### src/rtl/mem_arb_pkg.sv
// Shared types and default sizing for the memory arbiter slice.
package mem_arb_pkg;

  typedef enum logic [1:0] {
    IDLE,
    ACCESS,
    RESP
  } state_t;

  localparam int DEF_NCORES = 4;
  localparam int DEF_AW     = 8;
  localparam int DEF_DW     = 8;

endpackage

### src/rtl/mem_arbiter_if.sv
// Core-side request bus plus RAM-side strobe bus of the memory arbiter.
interface mem_arbiter_if
  import mem_arb_pkg::*;
#(
  parameter int NCORES = DEF_NCORES,
  parameter int AW     = DEF_AW,
  parameter int DW     = DEF_DW
);

  logic [NCORES-1:0]    req;
  logic [NCORES-1:0]    we;
  logic [NCORES*AW-1:0] addr;
  logic [NCORES*DW-1:0] wdata;
  logic [NCORES-1:0]    done;
  logic [DW-1:0]        rdata;
  logic                 busy;
  logic                 mem_en;
  logic                 mem_we;
  logic [AW-1:0]        mem_addr;
  logic [DW-1:0]        mem_wdata;
  logic [DW-1:0]        mem_rdata;

  // The arbiter sits between the cores and the RAM.
  modport slave (
    input  req, we, addr, wdata, mem_rdata,
    output done, rdata, busy, mem_en, mem_we, mem_addr, mem_wdata
  );

  // The cores and the RAM together, as seen from outside the arbiter.
  modport master (
    output req, we, addr, wdata, mem_rdata,
    input  done, rdata, busy, mem_en, mem_we, mem_addr, mem_wdata
  );

endinterface

### src/rtl/mem_arb_picker.sv
// Combinational one-hot selector: first set request searching upward from last_grant+1.
module mem_arb_picker #(
  parameter int NCORES = 4,
  parameter int IW     = 2
) (
  input  logic [NCORES-1:0] reqm,
  input  logic [IW-1:0]     last_grant,
  output logic [NCORES-1:0] grant_oh,
  output logic [IW-1:0]     grant_idx,
  output logic              any
);

  // Tying last_grant to NCORES-1 turns this search into fixed lowest-index priority.
  always_comb begin
    logic [IW-1:0] idx;
    idx       = '0;
    grant_oh  = '0;
    grant_idx = '0;
    any       = 1'b0;
    for (int off = 1; off <= NCORES; off++) begin
      idx = IW'((int'(last_grant) + off) % NCORES);
      if (!any && reqm[idx]) begin
        any           = 1'b1;
        grant_oh[idx] = 1'b1;
        grant_idx     = idx;
      end
    end
  end

endmodule

### src/rtl/mem_arbiter.sv
// Three-state arbiter sharing one single-port RAM among NCORES cores, fixed 3-cycle turnaround.
// Define MEMARB_ROUND_ROBIN_EN for round-robin selection; otherwise the lowest index wins.
module mem_arbiter
  import mem_arb_pkg::*;
#(
  parameter int NCORES = DEF_NCORES,
  parameter int AW     = DEF_AW,
  parameter int DW     = DEF_DW
) (
  input logic          clk,
  input logic          resetn,
  mem_arbiter_if.slave bus
);

  localparam int IW = (NCORES > 1) ? $clog2(NCORES) : 1;

  state_t            state;
  logic [NCORES-1:0] cur_oh;
  logic [NCORES-1:0] reqm;
  logic [NCORES-1:0] pick_oh;
  logic [IW-1:0]     pick_idx;
  logic              pick_any;
  logic [IW-1:0]     search_base;

  // A core whose done is showing must not win again at the same edge.
  assign reqm = bus.req & ~bus.done;

`ifdef MEMARB_ROUND_ROBIN_EN
  logic [IW-1:0] last_grant;

  assign search_base = last_grant;

  always_ff @(posedge clk or negedge resetn) begin
    if (!resetn) begin
      last_grant <= IW'(NCORES - 1);
    end else if (state == IDLE && pick_any) begin
      last_grant <= pick_idx;
    end
  end
`else
  assign search_base = IW'(NCORES - 1);
`endif

  mem_arb_picker #(
    .NCORES (NCORES),
    .IW     (IW)
  ) u_picker (
    .reqm       (reqm),
    .last_grant (search_base),
    .grant_oh   (pick_oh),
    .grant_idx  (pick_idx),
    .any        (pick_any)
  );

  always_ff @(posedge clk or negedge resetn) begin
    if (!resetn) begin
      state         <= IDLE;
      cur_oh        <= '0;
      bus.done      <= '0;
      bus.rdata     <= '0;
      bus.busy      <= 1'b0;
      bus.mem_en    <= 1'b0;
      bus.mem_we    <= 1'b0;
      bus.mem_addr  <= '0;
      bus.mem_wdata <= '0;
    end else begin
      bus.done   <= '0;
      bus.mem_en <= 1'b0;
      case (state)
        IDLE: begin
          if (pick_any) begin
            cur_oh        <= pick_oh;
            bus.mem_we    <= bus.we[pick_idx];
            bus.mem_addr  <= bus.addr[pick_idx*AW +: AW];
            bus.mem_wdata <= bus.wdata[pick_idx*DW +: DW];
            bus.mem_en    <= 1'b1;
            bus.busy      <= 1'b1;
            state         <= ACCESS;
          end
        end
        ACCESS: begin
          state <= RESP;
        end
        RESP: begin
          // mem_we still holds the latched direction of this transaction.
          if (!bus.mem_we) begin
            bus.rdata <= bus.mem_rdata;
          end
          bus.done <= cur_oh;
          bus.busy <= 1'b0;
          state    <= IDLE;
        end
        default: begin
          state <= IDLE;
        end
      endcase
    end
  end

endmodule
### src/flat_wrapper.sv
// flat-port wrapper written by rule: the top's interface ports become plain ports
module mem_arbiter_flat import mem_arb_pkg::*;
#(
  parameter int NCORES = DEF_NCORES,
  parameter int AW     = DEF_AW,
  parameter int DW     = DEF_DW
)
  (clk, resetn, bus_req, bus_we, bus_addr, bus_wdata, bus_mem_rdata, bus_done, bus_rdata, bus_busy, bus_mem_en, bus_mem_we, bus_mem_addr, bus_mem_wdata);
  mem_arbiter_if #(.NCORES(NCORES), .AW(AW), .DW(DW)) bus_i ();
  input logic clk;
  input logic resetn;
  input wire logic [$bits(bus_i.req)-1:0] bus_req;
  input wire logic [$bits(bus_i.we)-1:0] bus_we;
  input wire logic [$bits(bus_i.addr)-1:0] bus_addr;
  input wire logic [$bits(bus_i.wdata)-1:0] bus_wdata;
  input wire logic [$bits(bus_i.mem_rdata)-1:0] bus_mem_rdata;
  output wire logic [$bits(bus_i.done)-1:0] bus_done;
  output wire logic [$bits(bus_i.rdata)-1:0] bus_rdata;
  output wire logic [$bits(bus_i.busy)-1:0] bus_busy;
  output wire logic [$bits(bus_i.mem_en)-1:0] bus_mem_en;
  output wire logic [$bits(bus_i.mem_we)-1:0] bus_mem_we;
  output wire logic [$bits(bus_i.mem_addr)-1:0] bus_mem_addr;
  output wire logic [$bits(bus_i.mem_wdata)-1:0] bus_mem_wdata;
  assign bus_i.req = bus_req;
  assign bus_i.we = bus_we;
  assign bus_i.addr = bus_addr;
  assign bus_i.wdata = bus_wdata;
  assign bus_i.mem_rdata = bus_mem_rdata;
  assign bus_done = bus_i.done;
  assign bus_rdata = bus_i.rdata;
  assign bus_busy = bus_i.busy;
  assign bus_mem_en = bus_i.mem_en;
  assign bus_mem_we = bus_i.mem_we;
  assign bus_mem_addr = bus_i.mem_addr;
  assign bus_mem_wdata = bus_i.mem_wdata;
  mem_arbiter #(.NCORES(NCORES), .AW(AW), .DW(DW)) u_core (.clk(clk), .resetn(resetn), .bus(bus_i));
endmodule
### config.mk
export PLATFORM = sky130hd
export DESIGN_NAME = mem_arbiter_flat
export DESIGN_NICKNAME = d
export VERILOG_FILES = /design/src/rtl/mem_arb_pkg.sv /design/src/rtl/mem_arbiter_if.sv /design/src/rtl/mem_arb_picker.sv /design/src/rtl/mem_arbiter.sv /design/src/flat_wrapper.sv
export SDC_FILE = /design/constraint.sdc
export NUM_CORES = 1
export LEC_CHECK = 0
export BUFFER_PORTS_ARGS = -buffer_cell sky130_fd_sc_hd__buf_2
export CORE_MARGIN = 3
export CORE_UTILIZATION = 50
export CTS_BUF_LIST = sky130_fd_sc_hd__clkbuf_8
export DETAILED_ROUTE_END_ITERATION = 10
export PLACE_DENSITY = 0.95
export SLEW_MARGIN = 20
export SYNTH_ARGS = -nofsm -noshare
export SYNTH_HDL_FRONTEND = slang
export SYNTH_SLANG_ARGS = --single-unit
### constraint.sdc
create_clock -name clk -period 3.9 [get_ports clk]
set_input_delay 0.78 -clock clk [delete_from_list [all_inputs] [get_ports clk]]
set_output_delay 0.78 -clock clk [all_outputs]
set_load 0.02 [all_outputs]
== Word level (Yosys, flattened, before mapping) ==
Index checks and enable logic that the tools add are counted.
Widths: inputs -> output; s select.

* Register bits after elaboration: 37
* Input bits: 82
* Output and inout bits: 31
* Logic and storage cells: 49

* Magnitude comparators: 1
* Equality and inequality tests: 3
* Shifts and indexed selects: 2
* Muxes and demuxes: 20
* Bitwise gates (word level): 3
* Reduce and logical (&&, ||, !) cells: 11

{| class="wikitable"
|+ Operators with widths
! operator !! count
|-
| $shiftx 32x6->8 || 2
|-
| $mux 1 || 10
|-
| $mux 2 || 4
|-
| $mux 4 || 2
|-
| $reduce_and 2->1 || 3
|-
| $and 4x4->4 || 1
|-
| $not 4->4 || 1
|-
| $pmux 2 s2 || 1
|-
| $logic_and 1x1->1 || 3
|-
| $logic_not 1->1 || 3
|-
| $lt 2x3->1 const B || 1
|-
| $mux 3 || 1
|-
| $bmux 1 s2 || 1
|-
| $eq 2x1->1 const B || 1
|-
| $eq 2x2->1 const B || 1
|-
| $logic_not 2->1 || 1
|-
| $ne 2x1->1 const B || 1
|-
| $pmux 1 s2 || 1
|-
| $reduce_bool 2->1 || 1
|-
| $not 1->1 || 1
|}

== Depth between registers and ports, before layout ==
* Depth after elaboration: 14
* Mapped depth: 7
* Gate-level depth less buffers: 4

== By module ==
Synthesis repeated with hierarchy kept, for this count alone.

* Cell total of the unflattened synthesis: 174
* Area total of the unflattened synthesis: 2391.0 µm²

{| class="wikitable"
|+ Modules (own cells, without submodules)
! module !! instances !! cells an instance !! area an instance (µm²) !! seq. area each (µm²)
|-
| mem_arbiter || 1 || 106 || 1865.5 || 925.9
|-
| mem_arb_picker || 1 || 68 || 525.5 || 0.0
|}

== Least setup slack after synthesis ==
Ideal clock, no wire load.

* Path type: input to register
* Start point: in bus_req[1]
* End point: reg u_core.bus.mem_addr[1]
* Setup time: 0.081 ns
* Data arrival time: 1.730 ns
* Data required time: 3.819 ns
* Path slack: 2.089 ns
* Cell stages on the path: 6
* Buffers on the path: 2
* Cells stage by stage: nor2b_4 buf_6 nor3_4 buf_6 a22oi_2 a31oi_2

* Longest elaborated chain between the ends: 10
* Elaborated cells on any way between the ends: 14

{| class="wikitable"
|+ Ends and longest elaborated chain
! item !! RTL line !! source
|-
| start: declaration || flat_wrapper.sv:12 || <nowiki>input wire logic [$bits(bus_i.req)-1:0] bus_req;</nowiki>
|-
| $and 4x4->4 * || mem_arbiter.sv:26 || <nowiki>assign reqm = bus.req & ~bus.done;</nowiki>
|-
| $logic_and 1x1->1 * || mem_arb_picker.sv:22 || <nowiki>if (!any && reqm[idx]) begin</nowiki>
|-
| $mux 1 || mem_arb_picker.sv:22 ||
|-
| $logic_not 1->1 || mem_arb_picker.sv:22 ||
|-
| $logic_and 1x1->1 || mem_arb_picker.sv:22 ||
|-
| $mux 1 || mem_arb_picker.sv:22 ||
|-
| $logic_not 1->1 || mem_arb_picker.sv:22 ||
|-
| $logic_and 1x1->1 || mem_arb_picker.sv:22 ||
|-
| $mux 2 or $mux 1 (tied branches) || mem_arb_picker.sv:22 ||
|-
| $shiftx 32x6->8 or $reduce_and 2->1 (tied branches) || - ||
|-
| end signal: assignment || mem_arbiter.sv:74 || <nowiki>bus.mem_addr <= bus.addr[pick_idx*AW +: AW];</nowiki>
|-
| end: declaration || mem_arbiter_if.sv:26 || <nowiki>output done, rdata, busy, mem_en, mem_we, mem_addr, mem_wdata</nowiki>
|}

Mark *: on every way between the ends. The rest lies on a longest branch, timed or not.
A chain may end at the register's enable or synchronous reset.

== Worst setup path after layout ==
* Start point: in bus_req[1]
* End point: reg u_core.bus.mem_wdata[1]

* Longest elaborated chain between the ends: 10
* Elaborated cells on any way between the ends: 14

{| class="wikitable"
|+ Ends and longest elaborated chain
! item !! RTL line !! source
|-
| $and 4x4->4 * || mem_arbiter.sv:26 ||
|-
| $logic_and 1x1->1 * || mem_arb_picker.sv:22 ||
|-
| $mux 1 || mem_arb_picker.sv:22 ||
|-
| $logic_not 1->1 || mem_arb_picker.sv:22 ||
|-
| $logic_and 1x1->1 || mem_arb_picker.sv:22 ||
|-
| $mux 1 || mem_arb_picker.sv:22 ||
|-
| $logic_not 1->1 || mem_arb_picker.sv:22 ||
|-
| $logic_and 1x1->1 || mem_arb_picker.sv:22 ||
|-
| $mux 2 or $mux 1 (tied branches) || mem_arb_picker.sv:22 ||
|-
| $shiftx 32x6->8 or $reduce_and 2->1 (tied branches) || - ||
|-
| end signal: assignment || mem_arbiter.sv:75 || <nowiki>bus.mem_wdata <= bus.wdata[pick_idx*DW +: DW];</nowiki>
|-
| end: declaration || mem_arbiter_if.sv:26 ||
|}

Marked as above.

==> impl_metrics.env <==
export IMPL_cts_buffers=5
export IMPL_seq_power_share=0.353
export IMPL_cp_data_required_time_ps=4110
export IMPL_nFillCells=302
export IMPL_ios=113
export IMPL_areaGrowthSynthToFinish_pct=28.2
export IMPL_drt_iter0_drc=211
export IMPL_dieArea_um2=5020
export IMPL_p_clk_frac=0.140
export IMPL_wl_um=5990
export IMPL_hp_class="reg2reg"
export IMPL_end_kind="flop"
export IMPL_critPathMaxFanout=21
export IMPL_yosysUniqueCellTypes=34
export IMPL_power_net_switching_mw=0.815
export IMPL_synthCells=196
export IMPL_worst_ep_arrival_time_ps=2780
export IMPL_grt_ovfl_total=0
export IMPL_p_int_mw=1.07
export IMPL_status="completed"
export IMPL_grt_setup_unrepaired="false"
export IMPL_timing_final_max_slew_violations=0
export IMPL_path_clk_slew_ps=70
export IMPL_synthesis_area_um2=2100
export IMPL_vias=2008
export IMPL_wl_met2_um=3280
export IMPL_fin_crit_sh=0.660
export IMPL_drive_above_1_share=0.505
export IMPL_start_util=0.545
export IMPL_ant_nets=0
export IMPL_wire_per_inst_um=17.3
export IMPL_ys_seq_area_frac=0.441
export IMPL_cts_tree="done"
export IMPL_grt_pass1_vias=1989
export IMPL_diodes=0
export IMPL_fmax_mhz=389
export IMPL_via_per_inst=5.79
export IMPL_yosysWarningCount=0
export IMPL_cap_violations=0
export IMPL_pwr_share_comb=0.507
export IMPL_fin_nets=381
export IMPL_die_h_um=70.8
export IMPL_synth_fp_nets=278
export IMPL_finalCriticalPeriod_ps=2570
export IMPL_cts_max_level=2
export IMPL_antenna_found_initial=0
export IMPL_setup_violations_final=0
export IMPL_place_congestion=0.785
export IMPL_worstSkewPairLatency_ps=290
export IMPL_criticalPathCategory="in2reg"
export IMPL_p_sw_frac=0.433
export IMPL_grt_max_degree=38
export IMPL_die_w_um=70.8
export IMPL_fin_skew_ps=3.09
export IMPL_worst_pin_slew_ps=906
export IMPL_firstDrtPassIters=4
export IMPL_dp_hpwl_um=4390
export IMPL_worst_slack_ps=1330
export IMPL_hold_violations=0
export IMPL_wirelength_met1_um=2210
export IMPL_wl_met3_um=373
export IMPL_clock_sinks=37
export IMPL_coreArea_um2=3850
export IMPL_grt_usage=0.238
export IMPL_rows=22
export IMPL_p_leak_nw=1.28
export IMPL_layout_common_cells="112 x buf_2, 37 x dfrtp_1, 20 x nor2_1"
export IMPL_place_ws_ps=1040
export IMPL_synth_seq_cells=37
export IMPL_cts_hold_buffers_added=0
export IMPL_top_layer_used="met4"
export IMPL_fin_setup_tns_ps=0
export IMPL_start_kind="input pin"
export IMPL_syn_area_per_cell_um2=10.7
export IMPL_cts_max_path_buffers=2
export IMPL_port_buffers=112
export IMPL_relSlewSlack=0.394
export IMPL_drc=0
export IMPL_final_common_cell="buf_2"
export IMPL_cts_root_buf="clkbuf_8"
export IMPL_vdd_drop_max_v=0.000363
export IMPL_powerDensity_nw_per_um2=699
export IMPL_ctsResizeCount=0
export IMPL_post_cts_buffers=0
export IMPL_grt_pass1_wl_um=9460
## registers in the layout, summed over array words and instances (netlist names)
register              cells
u_core.state              2
u_core.cur_oh             4
u_core.bus.done           4
u_core.bus.rdata          8
u_core.bus.mem_en         1
u_core.bus.mem_addr       8
u_core.bus.mem_we         1
u_core.bus.busy           1
u_core.bus.mem_wdata      8
## per-layer routing
metal / GRT usage / up-vias
met3: 0.0497 / 12
met5: 0 / -
met1: 0.269 / 983
met2: 0.434 / 86
li1: - / 927
met4: 0.0960 / 0
## worst max-delay path, stage by stage
cell and delay, ps:
buf_2 100, nand2b_1 570, and4b_1 880, a22oi_1 210, a31oi_1 230
## path summary, 6_finish.rpt
check / endpoint / cells after the start / slack [ps] / startpoint
worst min-delay path: u_core.bus.busy$_DFFE_PN0P_ / 1 / 470 / u_core.bus.busy$_DFFE_PN0P_
worst max register to register: u_core.bus.mem_addr[5]$_DFFE_PN0P_ / 5 / 1410 / u_core.bus.done[1]$_DFF_PN0_
max in group asynchronous: u_core.bus.rdata[0]$_DFFE_PN0P_ / 1 / 2810 / resetn
worst min register to register: u_core.bus.busy$_DFFE_PN0P_ / 1 / 470 / u_core.bus.busy$_DFFE_PN0P_
min in group asynchronous: u_core.bus.rdata[7]$_DFFE_PN0P_ / 1 / 570 / resetn
worst max-delay path: u_core.bus.mem_wdata[1]$_DFFE_PN0P_ / 5 / 1330 / bus_req[1]
## layout make-up
type,instances,area (um^2),share of cell area
timing repair buffer,113,568,0.211
sequential,37,926,0.344
multi-input combinational,140,1040,0.388
inverter,2,7.51,0.00279
clock inverter,1,3.75,0.00139
clock buffer,6,82.6,0.0307
tap,48,60.1,0.0223
## power groups by stage
stage          clock (mW)  combinational (mW)  sequential, mW
2_1_floorplan           0               0.488           0.842
3_3_place_gp            0               0.911           0.657
3_5_place_dp            0               0.959           0.667
4_1_cts             0.271               0.959           0.662
5_1_grt             0.284                1.02           0.686
6_report            0.264               0.954           0.665
## logic make-up after synthesis
family | after synthesis | synth area share
buf+inv | 19 | 0.0673
simple gates | 55 | 0.146
flops | 37 | 0.441
compound gates | 76 | 0.298
mux | 9 | 0.0482
## through the flow
step	total power [mW]	instances	hold WS, ps	instance area [um^2]	utilization
after floorplan	1.33	196	444	2100	-
after global placement	1.57	340	454	2610	0.676
after detailed placement	1.63	340	462	2610	0.676
after CTS	1.89	347	477	2690	0.699
after global routing	2.00	347	489	2690	0.699
final	1.88	347	473	2690	0.699
## synthesized netlist by cell type
master | count | area [um^2]
a211oi_4 | 1 | 20.0
a21o_1 | 18 | 135
a21oi_1 | 1 | 5.00
a22oi_1 | 8 | 60.1
a22oi_2 | 9 | 113
a31oi_1 | 8 | 50.1
a31oi_2 | 9 | 113
a41oi_1 | 1 | 8.76
a41oi_2 | 1 | 16.3
and2_1 | 2 | 12.5
and4b_1 | 1 | 10.0
buf_2 | 5 | 25.0
buf_4 | 4 | 30.0
buf_6 | 5 | 56.3
buf_8 | 1 | 15.0
clkbuf_1 | 2 | 7.51
dfrtp_1 | 37 | 926
inv_1 | 2 | 7.51
mux2_1 | 4 | 45.0
mux2_2 | 5 | 56.3
nand2_1 | 1 | 3.75
nand2b_1 | 3 | 18.8
nand2b_2 | 1 | 8.76
nand2b_4 | 1 | 13.8
nand3_1 | 19 | 95.1
nor2_1 | 20 | 75.1
nor2_2 | 1 | 6.26
nor2b_1 | 2 | 12.5
nor2b_4 | 2 | 27.5
nor3_4 | 1 | 16.3
o21ai_0 | 18 | 90.1
o21ai_1 | 1 | 5.00
o21ba_2 | 1 | 10.0
or2_1 | 1 | 6.26
(Power assumes the default switching activity.)
